File: src/rtl/mem_stage_sram_ctrl_pkg.sv
// Shared definitions for the MEM-stage SRAM controller: state encoding,
// default memory base and SRAM geometry.
package mem_stage_sram_ctrl_pkg;

  typedef logic [1:0] state_t;

  localparam state_t ST_IDLE = 2'd0;
  localparam state_t ST_LO   = 2'd1;
  localparam state_t ST_HI   = 2'd2;
  localparam state_t ST_DONE = 2'd3;

  localparam int unsigned MEM_BASE_DEF = 1024;
  localparam int unsigned SRAM_AW      = 18;
  localparam int unsigned WIDX_W       = SRAM_AW - 1;
  localparam int unsigned CNT_W        = 4;

  // Halfword address of one half of a 32-bit word.
  function automatic logic [SRAM_AW-1:0] half_addr(input logic [WIDX_W-1:0] widx,
                                                   input logic hi);
    return {widx, hi};
  endfunction

endpackage

File: src/rtl/mem_stage_sram_ctrl_phase_timer.sv
// Per-phase wait counter: cleared by load, advanced by tick, flags the
// final cycle of a phase.
module sram_phase_timer #(
  parameter int unsigned WAIT_CYCLES = 3,
  parameter int unsigned CNT_W       = 4
) (
  input  logic             clk,
  input  logic             rst,
  input  logic             load,
  input  logic             tick,
  output logic [CNT_W-1:0] count,
  output logic             last
);

  always_ff @(posedge clk or posedge rst) begin
    if (rst) begin
      count <= '0;
    end else if (load) begin
      count <= '0;
    end else if (tick) begin
      count <= count + CNT_W'(1);
    end
  end

  assign last = (count == CNT_W'(WAIT_CYCLES - 1));

endmodule

File: src/rtl/mem_stage_sram_ctrl.sv
// MEM-stage data memory controller: each 32-bit load/store becomes two
// timed 16-bit transfers on an asynchronous SRAM while the pipeline is frozen.
module mem_stage_sram_ctrl
  import mem_stage_sram_ctrl_pkg::*;
#(
  parameter int unsigned MEM_BASE    = MEM_BASE_DEF,
  parameter int unsigned WAIT_CYCLES = 3
) (
  input  logic               clk,
  input  logic               rst,
  input  logic               MEM_R_EN,
  input  logic               MEM_W_EN,
  input  logic [31:0]        ALU_result,
  input  logic [31:0]        Val_Rm,
  output logic               ready,
  output logic [31:0]        rd_data,
  output logic [SRAM_AW-1:0] sram_addr,
  output logic [15:0]        sram_wdata,
  input  logic [15:0]        sram_rdata,
  output logic               sram_we_n,
  output logic               sram_oe_n
);

  state_t            state, state_next;
  logic              req;
  logic [31:0]       offset;
  logic [WIDX_W-1:0] widx_q;
  logic [31:0]       wdata_q;
  logic              store_q;
  logic              in_phase;
  logic              timer_load;
  logic [CNT_W-1:0]  count;
  logic              last;
  logic              unused_offset_bits;

  assign req    = MEM_R_EN | MEM_W_EN;
  assign offset = ALU_result - MEM_BASE;
  assign unused_offset_bits = ^{offset[31:WIDX_W+2], offset[1:0]};

  assign in_phase   = (state == ST_LO) || (state == ST_HI);
  assign timer_load = !in_phase || last;

  sram_phase_timer #(
    .WAIT_CYCLES (WAIT_CYCLES),
    .CNT_W       (CNT_W)
  ) u_timer (
    .clk   (clk),
    .rst   (rst),
    .load  (timer_load),
    .tick  (in_phase),
    .count (count),
    .last  (last)
  );

  always_ff @(posedge clk or posedge rst) begin
    if (rst) begin
      state <= ST_IDLE;
    end else begin
      state <= state_next;
    end
  end

  always_comb begin
    state_next = state;
    case (state)
      ST_IDLE: if (req)  state_next = ST_LO;
      ST_LO:   if (last) state_next = ST_HI;
      ST_HI:   if (last) state_next = ST_DONE;
      default: state_next = ST_IDLE;
    endcase
  end

  // Request is captured once; the frozen pipeline may change inputs later.
  always_ff @(posedge clk or posedge rst) begin
    if (rst) begin
      widx_q  <= '0;
      wdata_q <= '0;
      store_q <= 1'b0;
    end else if (state == ST_IDLE && req) begin
      widx_q  <= offset[WIDX_W+1:2];
      wdata_q <= Val_Rm;
      store_q <= MEM_W_EN;
    end
  end

  always_ff @(posedge clk or posedge rst) begin
    if (rst) begin
      rd_data <= '0;
    end else if (!store_q && last) begin
      if (state == ST_LO) rd_data[15:0]  <= sram_rdata;
      if (state == ST_HI) rd_data[31:16] <= sram_rdata;
    end
  end

  always_comb begin
    ready      = (state == ST_DONE) || (state == ST_IDLE && !req);
    sram_addr  = '0;
    sram_wdata = '0;
    sram_we_n  = 1'b1;
    sram_oe_n  = 1'b1;
    if (in_phase) begin
      sram_addr  = half_addr(widx_q, state == ST_HI);
      sram_wdata = (state == ST_HI) ? wdata_q[31:16] : wdata_q[15:0];
      // Last cycle of a store phase releases WE to hold address/data.
      sram_we_n  = !(store_q && !last);
      sram_oe_n  = store_q;
    end
  end

endmodule

File: config.mk
export PLATFORM = sky130hd
export DESIGN_NAME = mem_stage_sram_ctrl
export DESIGN_NICKNAME = d
export VERILOG_FILES = /design/src/rtl/mem_stage_sram_ctrl_pkg.sv /design/src/rtl/mem_stage_sram_ctrl_phase_timer.sv /design/src/rtl/mem_stage_sram_ctrl.sv
export SDC_FILE = /design/constraint.sdc
export NUM_CORES = 1
export LEC_CHECK = 0
export BUFFER_PORTS_ARGS = -buffer_cell sky130_fd_sc_hd__buf_2
export CORE_AREA = 2 2 83 117
export CTS_CLUSTER_DIAMETER = 100
export DETAILED_ROUTE_END_ITERATION = 8
export DIE_AREA = 0 0 85 119
export PLACE_DENSITY = 0.78
export SLEW_MARGIN = 20
export SYNTH_ARGS = -nofsm -noshare
export SYNTH_HDL_FRONTEND = slang
export SYNTH_SLANG_ARGS = --single-unit
File: constraint.sdc
create_clock -name clk -period 2.3 [get_ports clk]
set_input_delay 0 -clock clk [delete_from_list [all_inputs] [get_ports clk]]
set_output_delay 0 -clock clk [all_outputs]
set_load 0.005 [all_outputs]
# Word level (Yosys, flattened, before mapping)
# Index checks and enable logic that the tools add are counted.
[totals]
output_inout_bits = 69
in_bits = 84
word_cells = 45
register_bits = 88
[classes]
bitwise = 1
addsub = 2
eq_ne = 7
reduce_logical = 17
n_mux = 11
[op_table]
columns = ["operator", "count"]
rows = [
  ["$mux 16", 2],
  ["$sub 19x11->19 const B", 1],
  ["$mux 18", 1],
  ["$mux 4", 2],
  ["$mux 2", 3],
  ["$ne 2x2->1 const B", 3],
  ["$pmux 2 s3", 1],
  ["$logic_not 1->1", 5],
  ["$add 4x1->4 const B", 1],
  ["$eq 2x2->1 const B", 2],
  ["$eq 4x2->1 const B", 1],
  ["$logic_and 1x1->1", 4],
  ["$reduce_and 2->1", 2],
  ["$logic_or 1x1->1", 3],
  ["$reduce_and 3->1", 1],
  ["$eq 2x1->1 const B", 1],
  ["$logic_not 2->1", 1],
  ["$mux 1", 2],
  ["$reduce_bool 2->1", 1],
  ["$or 1x1->1", 1],
]

# Depth between registers and ports, before layout
# Gate-level depths: netlist of run 1.
[depth]
ltp_word = 5
ltp_mapped = 7

# By module
# Synthesis of run 1 repeated with hierarchy kept, for this count alone.
[hier_totals]
hier_cells = 386
area_unflattened_um2 = 3965.1
[by_module_without_submodules]
columns = ["module", "n_inst", "area_per_inst_um2", "cells_per_inst", "seq_area_each_um2"]
rows = [
  ["mem_stage_sram_ctrl", 1, 3747.3, 366, 2102.0],
  ["sram_phase_timer", 1, 217.7, 20, 100.1],
]

# Least setup slack after synthesis of run 1
# No wires, ideal clock.
[synth_timing]
kind = "flip-flop to flip-flop"
startpoint = "reg state[0]"
endpoint = "reg rd_data[16]"
path_stages_with_launch = 7
period_less_slack_ps = 1730
arrival_ps = 1605
slack_ps = 570
cell_sequence = "dfrtp_1 -> inv_1 -> ha_1 -> buf_2 -> nand2_1 -> buf_2 -> mux2_2"
[synth_between]
elab_chain_cells = 2
[synth_lines]
columns = ["item", "line", "source"]
rows = [
  ["start: declaration", "mem_stage_sram_ctrl.sv:24", "state_t state, state_next;"],
  ["start signal: assignment", "mem_stage_sram_ctrl.sv:59", "state <= state_next;"],
  ["$eq 2x2->1", "mem_stage_sram_ctrl.sv:91", "if (state == ST_HI) rd_data[31:16] <= sram_rdata;"],
  ["$reduce_and 2->1 (no line)", "n/a", ""],
  ["end signal: assignment", "mem_stage_sram_ctrl.sv:91", ""],
  ["end: declaration", "mem_stage_sram_ctrl.sv:16", "output logic [31:0] rd_data,"],
]
# No other way between the ends.
# A chain may end at the register's enable or synchronous reset.

# Worst setup path in the final report of run 1
[layout_timing]
startpoint = "reg state[0]"
endpoint = "reg widx_q[16]"
[layout_between]
elab_chain_cells = 2
[layout_lines]
columns = ["item", "line", "source"]
rows = [
  ["$logic_not 2->1", "mem_stage_sram_ctrl.sv:79", "end else if (state == ST_IDLE && req) begin"],
  ["$logic_and 1x1->1", "mem_stage_sram_ctrl.sv:79", ""],
  ["end signal: assignment", "mem_stage_sram_ctrl.sv:80", "widx_q <= offset[WIDX_W+1:2];"],
  ["end: declaration", "mem_stage_sram_ctrl.sv:27", "logic [WIDX_W-1:0] widx_q;"],
]
# No other way between the ends.

==> results of run 1 <==
==> logic make-up (layout without fill, tap and decap cells) <==
family	count (synthesis)	in the layout
AOI/OAI and AO/OA	18	18
muxes	49	49
DFF	88	88
and+or+nand+nor	193	193
buffers and inverters	25	232
adders and majority gates	7	7
xor gates and xnor gates	3	3
==> final cells by class <==
cell class              instances  area share (%)
well taps                     110           2.408
inverters                       6          0.4159
clock inverters                 5          0.5692
flip-flops and latches         88           38.53
multi-input cells             270           28.92
clock buffers                  11           4.247
repair buffers                210           24.91
==> sequential cells by signal, indices dropped and copies added (netlist names) <==
signal,count
rd_data,32
state,2
store_q,1
u_timer.count,4
wdata_q,32
widx_q,17
==> cell usage after synthesis <==
library cell | number | share of area (%)
a31oi_1 | 5 | 0.79
xnor2_1 | 3 | 0.67
or4_4 | 1 | 0.29
buf_2 | 4 | 0.51
or3b_2 | 1 | 0.22
nand2_1 | 131 | 12
or3_1 | 2 | 0.32
nor2b_1 | 16 | 2.5
mux2i_1 | 16 | 4.1
nor2_1 | 9 | 0.86
nand3_1 | 3 | 0.38
nor3b_1 | 1 | 0.19
a221oi_1 | 1 | 0.22
or2_2 | 2 | 0.32
dfrtp_1 | 88 | 56
clkbuf_1 | 15 | 1.4
o31ai_1 | 2 | 0.38
or4_1 | 3 | 0.57
o21a_1 | 1 | 0.19
ha_1 | 7 | 2.2
o211ai_1 | 1 | 0.19
a22o_1 | 1 | 0.22
inv_1 | 6 | 0.57
nor4b_2 | 1 | 0.38
or3_2 | 1 | 0.19
mux2_2 | 33 | 9.4
nand2b_1 | 4 | 0.63
o21ai_1 | 1 | 0.13
o21ai_0 | 4 | 0.51
and2_1 | 18 | 2.9
a21o_1 | 2 | 0.38
==> power groups by stage <==
stage | Sequential (mW) | Combinational [mW] | Clock (mW)
after floorplan | 2.67 | 1.91 | 0
after global placement | 2.67 | 3.10 | 0
after detailed placement | 2.72 | 3.19 | 0
after CTS | 2.69 | 3.31 | 1.37
after global routing | 2.78 | 3.68 | 1.43
final | 2.70 | 3.31 | 1.35
==> metrics by stage <==
step / power, mW / instances
2_1_floorplan: 4.587 / 383
3_3_place_gp: 5.768 / 618
3_5_place_dp: 5.911 / 618
4_1_cts: 7.376 / 700
5_1_grt: 7.884 / 700
6_report: 7.355 / 700
==> worst max path at each step <==
stage	from	endpoint	slack, ns	cells after the start
5_1_grt	state[1]$_DFFE_PP0P_	widx_q[16]$_DFFE_PP0P_	0.005	6
3_3_place_gp	u_timer.count[0]$_DFFE_PP0P_	rd_data[8]$_DFFE_PP0P_	0.46	5
6_report	state[0]$_DFFE_PP0P_	widx_q[16]$_DFFE_PP0P_	0.18	6
4_1_cts	state[0]$_DFFE_PP0P_	widx_q[16]$_DFFE_PP0P_	0.18	6
2_1_floorplan	rst	rd_data[0]$_DFFE_PP0P_	0.02	1
3_5_place_dp	u_timer.count[0]$_DFFE_PP0P_	rd_data[6]$_DFFE_PP0P_	0.39	5
==> worst register-to-register path: stages, from the launching register on <==
cell and delay (ns):
dfrtp_1 0.41, inv_1 0.10, ha_1 0.30, o21a_2 0.48, nor2_1 0.08, a31oi_1 0.13, dlygate4sd3_1 0.55
==> cell usage in the layout, fill, tap and decap left out, drive strengths merged, types with 2 or more instances in the layout <==
cell type    netlist  final
or4                4      4
nand2            131    131
dlygate4sd3        0     66
o31ai              2      2
xnor2              3      3
nand3              3      3
mux2              33     33
or2                2      2
a31oi              5      5
buf                4    144
clkbuf            15     11
nor2               9      9
o21ai              5      5
a21o               2      2
inv                6      5
nor2b             16     16
ha                 7      7
mux2i             16     16
and2              18     18
clkinv             0      6
dfrtp             88     88
nand2b             4      4
or3                3      3
==> routing by layer <==
| metal | up-vias | track usage, % | share of wire (%) |
|---|---|---|---|
| met5 | - | 0 | 0 |
| met1 | 1594 | 23.24 | 40 |
| li1 | 1643 | - | - |
| met4 | 0 | 9.127 | 1.8 |
| met3 | 16 | 3.604 | 5.3 |
| met2 | 123 | 35.11 | 53 |
==> flow_metrics.py, run 1 <==
metrics = {
    "placement": {
        "hpwl_mm": 6.097,
        "place_ws_ns": 0.3929,
        "port-buffer-count": 137,
        "placed_cell_area_um2": 4780,
        "gp_congestion": 0.7579,
    },
    "grt": {
        "antenna_found_initial": 0,
        "grt_pass1_wl_mm": 15.99,
        "grt_max_degree": 49,
        "overflow": 0,
        "track_usage_pct": 19.95,
        "grt_pass1_vias": 3475,
    },
    "cells_and_area": {
        "fin_util_pct": 62.15,
        "nets": 676,
        "nFillCells": 724,
        "final_layout_size_suffix_gt1_share_pct": 34.07,
        "ff_latch_area_um2": 2202,
        "multi_input_area_um2": 1653,
        "syn_to_final_growth_pct": 45.02,
        "diodes": 0,
        "postLayoutCellArea_um2": 5715,
    },
    "detailed_routing": {
        "drtIter0Drc": 69,
        "vias": 3376,
        "wl_per_cell_um": 14.31,
        "drt-total-wl_mm": 10.02,
        "drc_errors": 0,
        "detail_route.vias_per_cell": 4.823,
        "ant_nets": 0,
        "dr.pass1.iters": 4,
    },
    "power_and_ir_drop": {
        "power.leakage_nw": 2.930,
        "power_density_nw_per_um2": 1287,
        "swShare_pct": 35.87,
        "internal_power_mw": 4.717,
        "p_sw_mw": 2.639,
        "pwr-share-comb_pct": 45.0,
        "clkPwrFrac_pct": 18.3,
        "vdd_drop_max_uv": 704.4,
        "seqPwrFrac_pct": 36.7,
    },
    "yosys": {
        "ys_seq_elements": 88,
        "avgSynthCellArea_um2": 10.29,
        "yosysUniqueCellTypes": 31,
        "synth-simple-area-share_pct": 22.22,
        "synth_warnings": 0,
        "synth_compound_area_share_pct": 3.016,
        "synth_top_family_by_area": "simple AND/OR/NAND/NOR gates",
        "synth-xor-area-share_pct": 0.6667,
        "syn_nets": 474,
        "synthAdderAreaFrac_pct": 2.222,
        "ys_seq_area_share_pct": 55.87,
        "synth_mux_area_share_pct": 13.49,
        "syn_inst": 383,
        "netlist_area_um2": 3941,
    },
    "clock_network": {
        "post_cts_buffers": 0,
        "clock-root-buffer": "clkbuf_16",
        "ctsResizeCount": 0,
        "cts_num_sinks": 88,
        "cts_htree_levels": 3,
        "cts_tree": "built",
        "postCtsHoldBufs": 66,
        "cts_buffers": 9,
        "clk_latency_ns": 0.34,
        "cts_buffer_depth": 2,
        "path_clk_slew_ns": 0.06,
    },
    "worst_setup_path": {
        "reg2reg_slack_ns": 0.18,
        "r2r_end": "widx_q[16]$_DFFE_PP0P_",
        "crit_slowest_cell": "dlygate4sd3_1",
        "crit_required_ns": 2.57,
        "rr_worst_depth": 6,
        "r2r-start": "state[0]$_DFFE_PP0P_",
        "crit_path_end_kind": "flop",
        "worst_setup_path_start_kind": "flop",
        "crit_chain": "inv_1, ha_1, o21a_2, nor2_1, a31oi_1, dlygate4sd3_1",
        "path_class": "reg -> reg",
        "cp_max_fo": 21,
        "cpPeakStageDelay_ns": 0.55,
        "cp_num_buf_inv": 2,
        "cp_top_family": "buffers and inverters",
        "crit_arrival_ns": 2.39,
    },
    "sta": {
        "finClkSkew_ns": 0.005006,
        "final.setup.tns_ns": 0,
        "finalCritPeriodShare_pct": 92.13,
        "max_freq_ghz": 0.4719,
        "maxSlewViolCount": 0,
        "fin_hold_ws_ns": 0.01202,
        "min_period_ns": 2.119,
        "worst_pin_slew_ns": 0.7200,
        "max-slew-margin-rel_pct": 51.88,
        "rsz0062_at_grt": "no",
        "finalHoldViolCount": 0,
        "finalSetupViolCount": 0,
        "setup_slack_ns": 0.1810,
    },
    "die": {
        "fp.coreArea_um2": 9196,
        "fp.dieH_um": 119,
        "row_count": 42,
        "ios": 153,
        "dieWidth_um": 85,
        "start_util_pct": 42.86,
        "die_area_um2": 10120,
    },
    "job": {
        "maxCapViolCount": 0,
    },
    "hold_path": {
        "hp-start": "ALU_result[14]",
        "min_path_cells": 3,
        "hold_class": "in -> reg",
        "min_to": "widx_q[13]$_DFFE_PP0P_",
    },
    "status": {
        "status": "finished, final reports clean",
    },
}
Note: power is estimated with default switching activity, not from simulation.
==> inputs of run 2 (changes only) <==
--- a/config.mk
+++ b/config.mk
@@ -6,11 +6,11 @@
 export NUM_CORES = 1
 export LEC_CHECK = 0
 export BUFFER_PORTS_ARGS = -buffer_cell sky130_fd_sc_hd__buf_2
-export CORE_AREA = 2 2 83 117
+export CORE_AREA = 2 2 98 100
 export CTS_CLUSTER_DIAMETER = 100
 export DETAILED_ROUTE_END_ITERATION = 8
-export DIE_AREA = 0 0 85 119
-export PLACE_DENSITY = 0.78
+export DIE_AREA = 0 0 100 102
+export PLACE_DENSITY = 0.75
 export SLEW_MARGIN = 20
 export SYNTH_ARGS = -nofsm -noshare
 export SYNTH_HDL_FRONTEND = slang
==> run 2 against run 1 <==
Net effect:
- global-route usage increased by 0.43 points
- wire length up 1.5%
- count of clock-buffer cells in the layout is 2 lower
==> flow_metrics.py, run 2 (synthesis gave the netlist of run 1 again) <==
metrics = {
    "sta": {
        "max_freq_ghz": 0.4747,
        "finalHoldViolCount": 0,
        "finalCritPeriodShare_pct": 91.59,
        "maxSlewViolCount": 0,
        "finalSetupViolCount": 0,
        "finClkSkew_ns": 0.01200,
        "min_period_ns": 2.107,
        "max-slew-margin-rel_pct": 52.39,
        "worst_pin_slew_ns": 0.7133,
        "final.setup.tns_ns": 0,
        "rsz0062_at_grt": "no",
        "setup_slack_ns": 0.1934,
    },
    "placement": {
        "gp_congestion": 0.7621,
        "port-buffer-count": 137,
        "hpwl_mm": 6.093,
        "place_ws_ns": 0.3923,
    },
    "power_and_ir_drop": {
        "internal_power_mw": 4.427,
        "power.leakage_nw": 2.893,
        "vdd_drop_max_uv": 547.6,
        "power_density_nw_per_um2": 1257,
        "pwr-share-comb_pct": 47.6,
        "clkPwrFrac_pct": 14.2,
        "seqPwrFrac_pct": 38.2,
        "p_sw_mw": 2.684,
        "swShare_pct": 37.74,
    },
    "worst_setup_path": {
        "worst-path-stages": 6,
        "crit_required_ns": 2.58,
        "cp_num_buf_inv": 3,
        "crit_slowest_cell": "dlygate4sd3_1",
        "rr_worst_depth": 6,
        "cpPeakStageDelay_ns": 0.58,
        "worst_setup_path_start_kind": "input port",
        "crit_path_end_kind": "flop",
        "cp_max_fo": 7,
        "cp_top_family": "buffers and inverters",
        "cpMostUsedCell": "dlygate4sd3_1",
        "crit_arrival_ns": 2.39,
        "path_class": "in -> reg",
        "crit_chain": "dlygate4sd3_1, buf_2, or4_4, or4_1, a31oi_1, dlygate4sd3_1",
    },
    "grt": {
        "grt_max_degree": 50,
        "grt.busiest_layer": "met2",
        "grt_pass1_vias": 3483,
        "overflow": 0,
        "antenna_found_initial": 0,
        "grt_use_met2_pct": 37.01,
        "use_met1_pct": 23.39,
        "track_usage_pct": 20.38,
        "grt_pass1_wl_mm": 16.33,
        "use_met3_pct": 4.309,
    },
    "clock_network": {
        "cts_tree": "built",
        "clk_latency_ns": 0.36,
        "ctsResizeCount": 0,
        "clock-root-buffer": "clkbuf_8",
        "cts_num_sinks": 88,
        "post_cts_buffers": 0,
        "cts_htree_levels": 3,
        "cts_buffers": 9,
        "cts_buffer_depth": 2,
        "postCtsHoldBufs": 68,
        "path_clk_slew_ns": 0.09,
    },
    "cells_and_area": {
        "final_common_cell": "buf_2",
        "nets": 678,
        "diodes": 0,
        "largestRegisters": "rd_data: 32 flops, wdata_q: 32 flops, widx_q: 17 flops",
        "final_layout_size_suffix_gt1_share_pct": 34.12,
        "layout_common_cells": "buf_2, nand2_1, dfrtp_1",
        "fin_util_pct": 62.12,
        "syn_to_final_growth_pct": 43.56,
    },
    "detailed_routing": {
        "dr.pass1.iters": 4,
        "ant_nets": 0,
        "detail_route.vias_per_cell": 4.863,
        "wl_per_cell_um": 14.46,
        "drc_errors": 0,
        "drt-total-wl_mm": 10.16,
        "drtIter0Drc": 75,
        "vias": 3419,
    },
    "die": {
        "fp.dieH_um": 102,
        "dieWidth_um": 100,
        "ios": 153,
        "start_util_pct": 43.27,
        "fp.coreArea_um2": 9109,
        "die_area_um2": 10200,
        "row_count": 35,
    },
    "status": {
        "status": "finished, final reports clean",
    },
    "hold_path": {
        "hold_class": "in -> reg",
        "min_path_cells": 4,
    },
    "job": {
        "maxCapViolCount": 0,
    },
}
## run 2: cell count changes in the layout (fill, tap and decap cells not counted), sizes merged
cell	change
clkinv	-4
inv	+4
clkbuf	-2
clkinvlp	+2
dlygate4sd3	+2
## run 2: layout make-up
| type | count | area, um2 |
|---|---|---|
| Fill cell | 724 | 3451 |
| Sequential cell | 88 | 2202 |
| Multi-Input combinational cell | 270 | 1653 |
| Timing Repair Buffer | 212 | 1456 |
| Tap cell | 111 | 138.9 |
| Clock buffer | 9 | 123.9 |
| Clock inverter | 7 | 60.06 |
| Inverter | 6 | 23.77 |
## run 2: metal layers
layer | wire (um) | vias to the layer above
li1 | - | 1648
met1 | 4260 | 1638
met2 | 5155 | 108
met5 | 0 | -
met3 | 509 | 25
met4 | 239 | 0
## run 2: path summary, 6_finish.rpt
kind | from | end | slack (ns)
worst max-delay path | ALU_result[13] | widx_q[16]$_DFFE_PP0P_ | 0.19
min in group asynchronous | rst | wdata_q[12]$_DFFE_PP0P_ | 0.28
worst max register to register | state[0]$_DFFE_PP0P_ | widx_q[13]$_DFFE_PP0P_ | 0.20
worst min register to register | wdata_q[15]$_DFFE_PP0P_ | wdata_q[15]$_DFFE_PP0P_ | 0.48
max in group asynchronous | rst | store_q$_DFFE_PP0P_ | 1.32
worst min-delay path | MEM_R_EN | widx_q[3]$_DFFE_PP0P_ | 0.04
## run 2: metrics by stage
stage          hold slack (ns)  instances  power, mW  cell area (um2)
2_1_floorplan           0.1054        383      4.587             3941
3_3_place_gp            0.1359        619      5.838             4793
3_5_place_dp            0.1407        619      5.976             4793
4_1_cts                0.01490        703      7.119             5658
5_1_grt                0.05435        703      7.677             5658
6_report               0.03805        703      7.111             5658
## run 2: power groups by stage
| stage | Clock [mW] | Combinational, mW | Sequential (mW) |
|---|---|---|---|
| global route | 1.11 | 3.76 | 2.81 |
| CTS | 1.04 | 3.38 | 2.69 |
| detailed placement | 0 | 3.25 | 2.73 |
| global placement | 0 | 3.16 | 2.68 |
| finish | 1.01 | 3.39 | 2.72 |
| floorplan | 0 | 1.91 | 2.67 |
## run 2: tightest hold or removal path, delay by kind of cell
| kind | cells | cell delay (ns) |
|---|---|---|
| AO/OA/AOI/OAI | 1 | 0.11 |
| AND/OR/NAND/NOR | 2 | 0.12 |
| buffers and inverters | 1 | 0.12 |
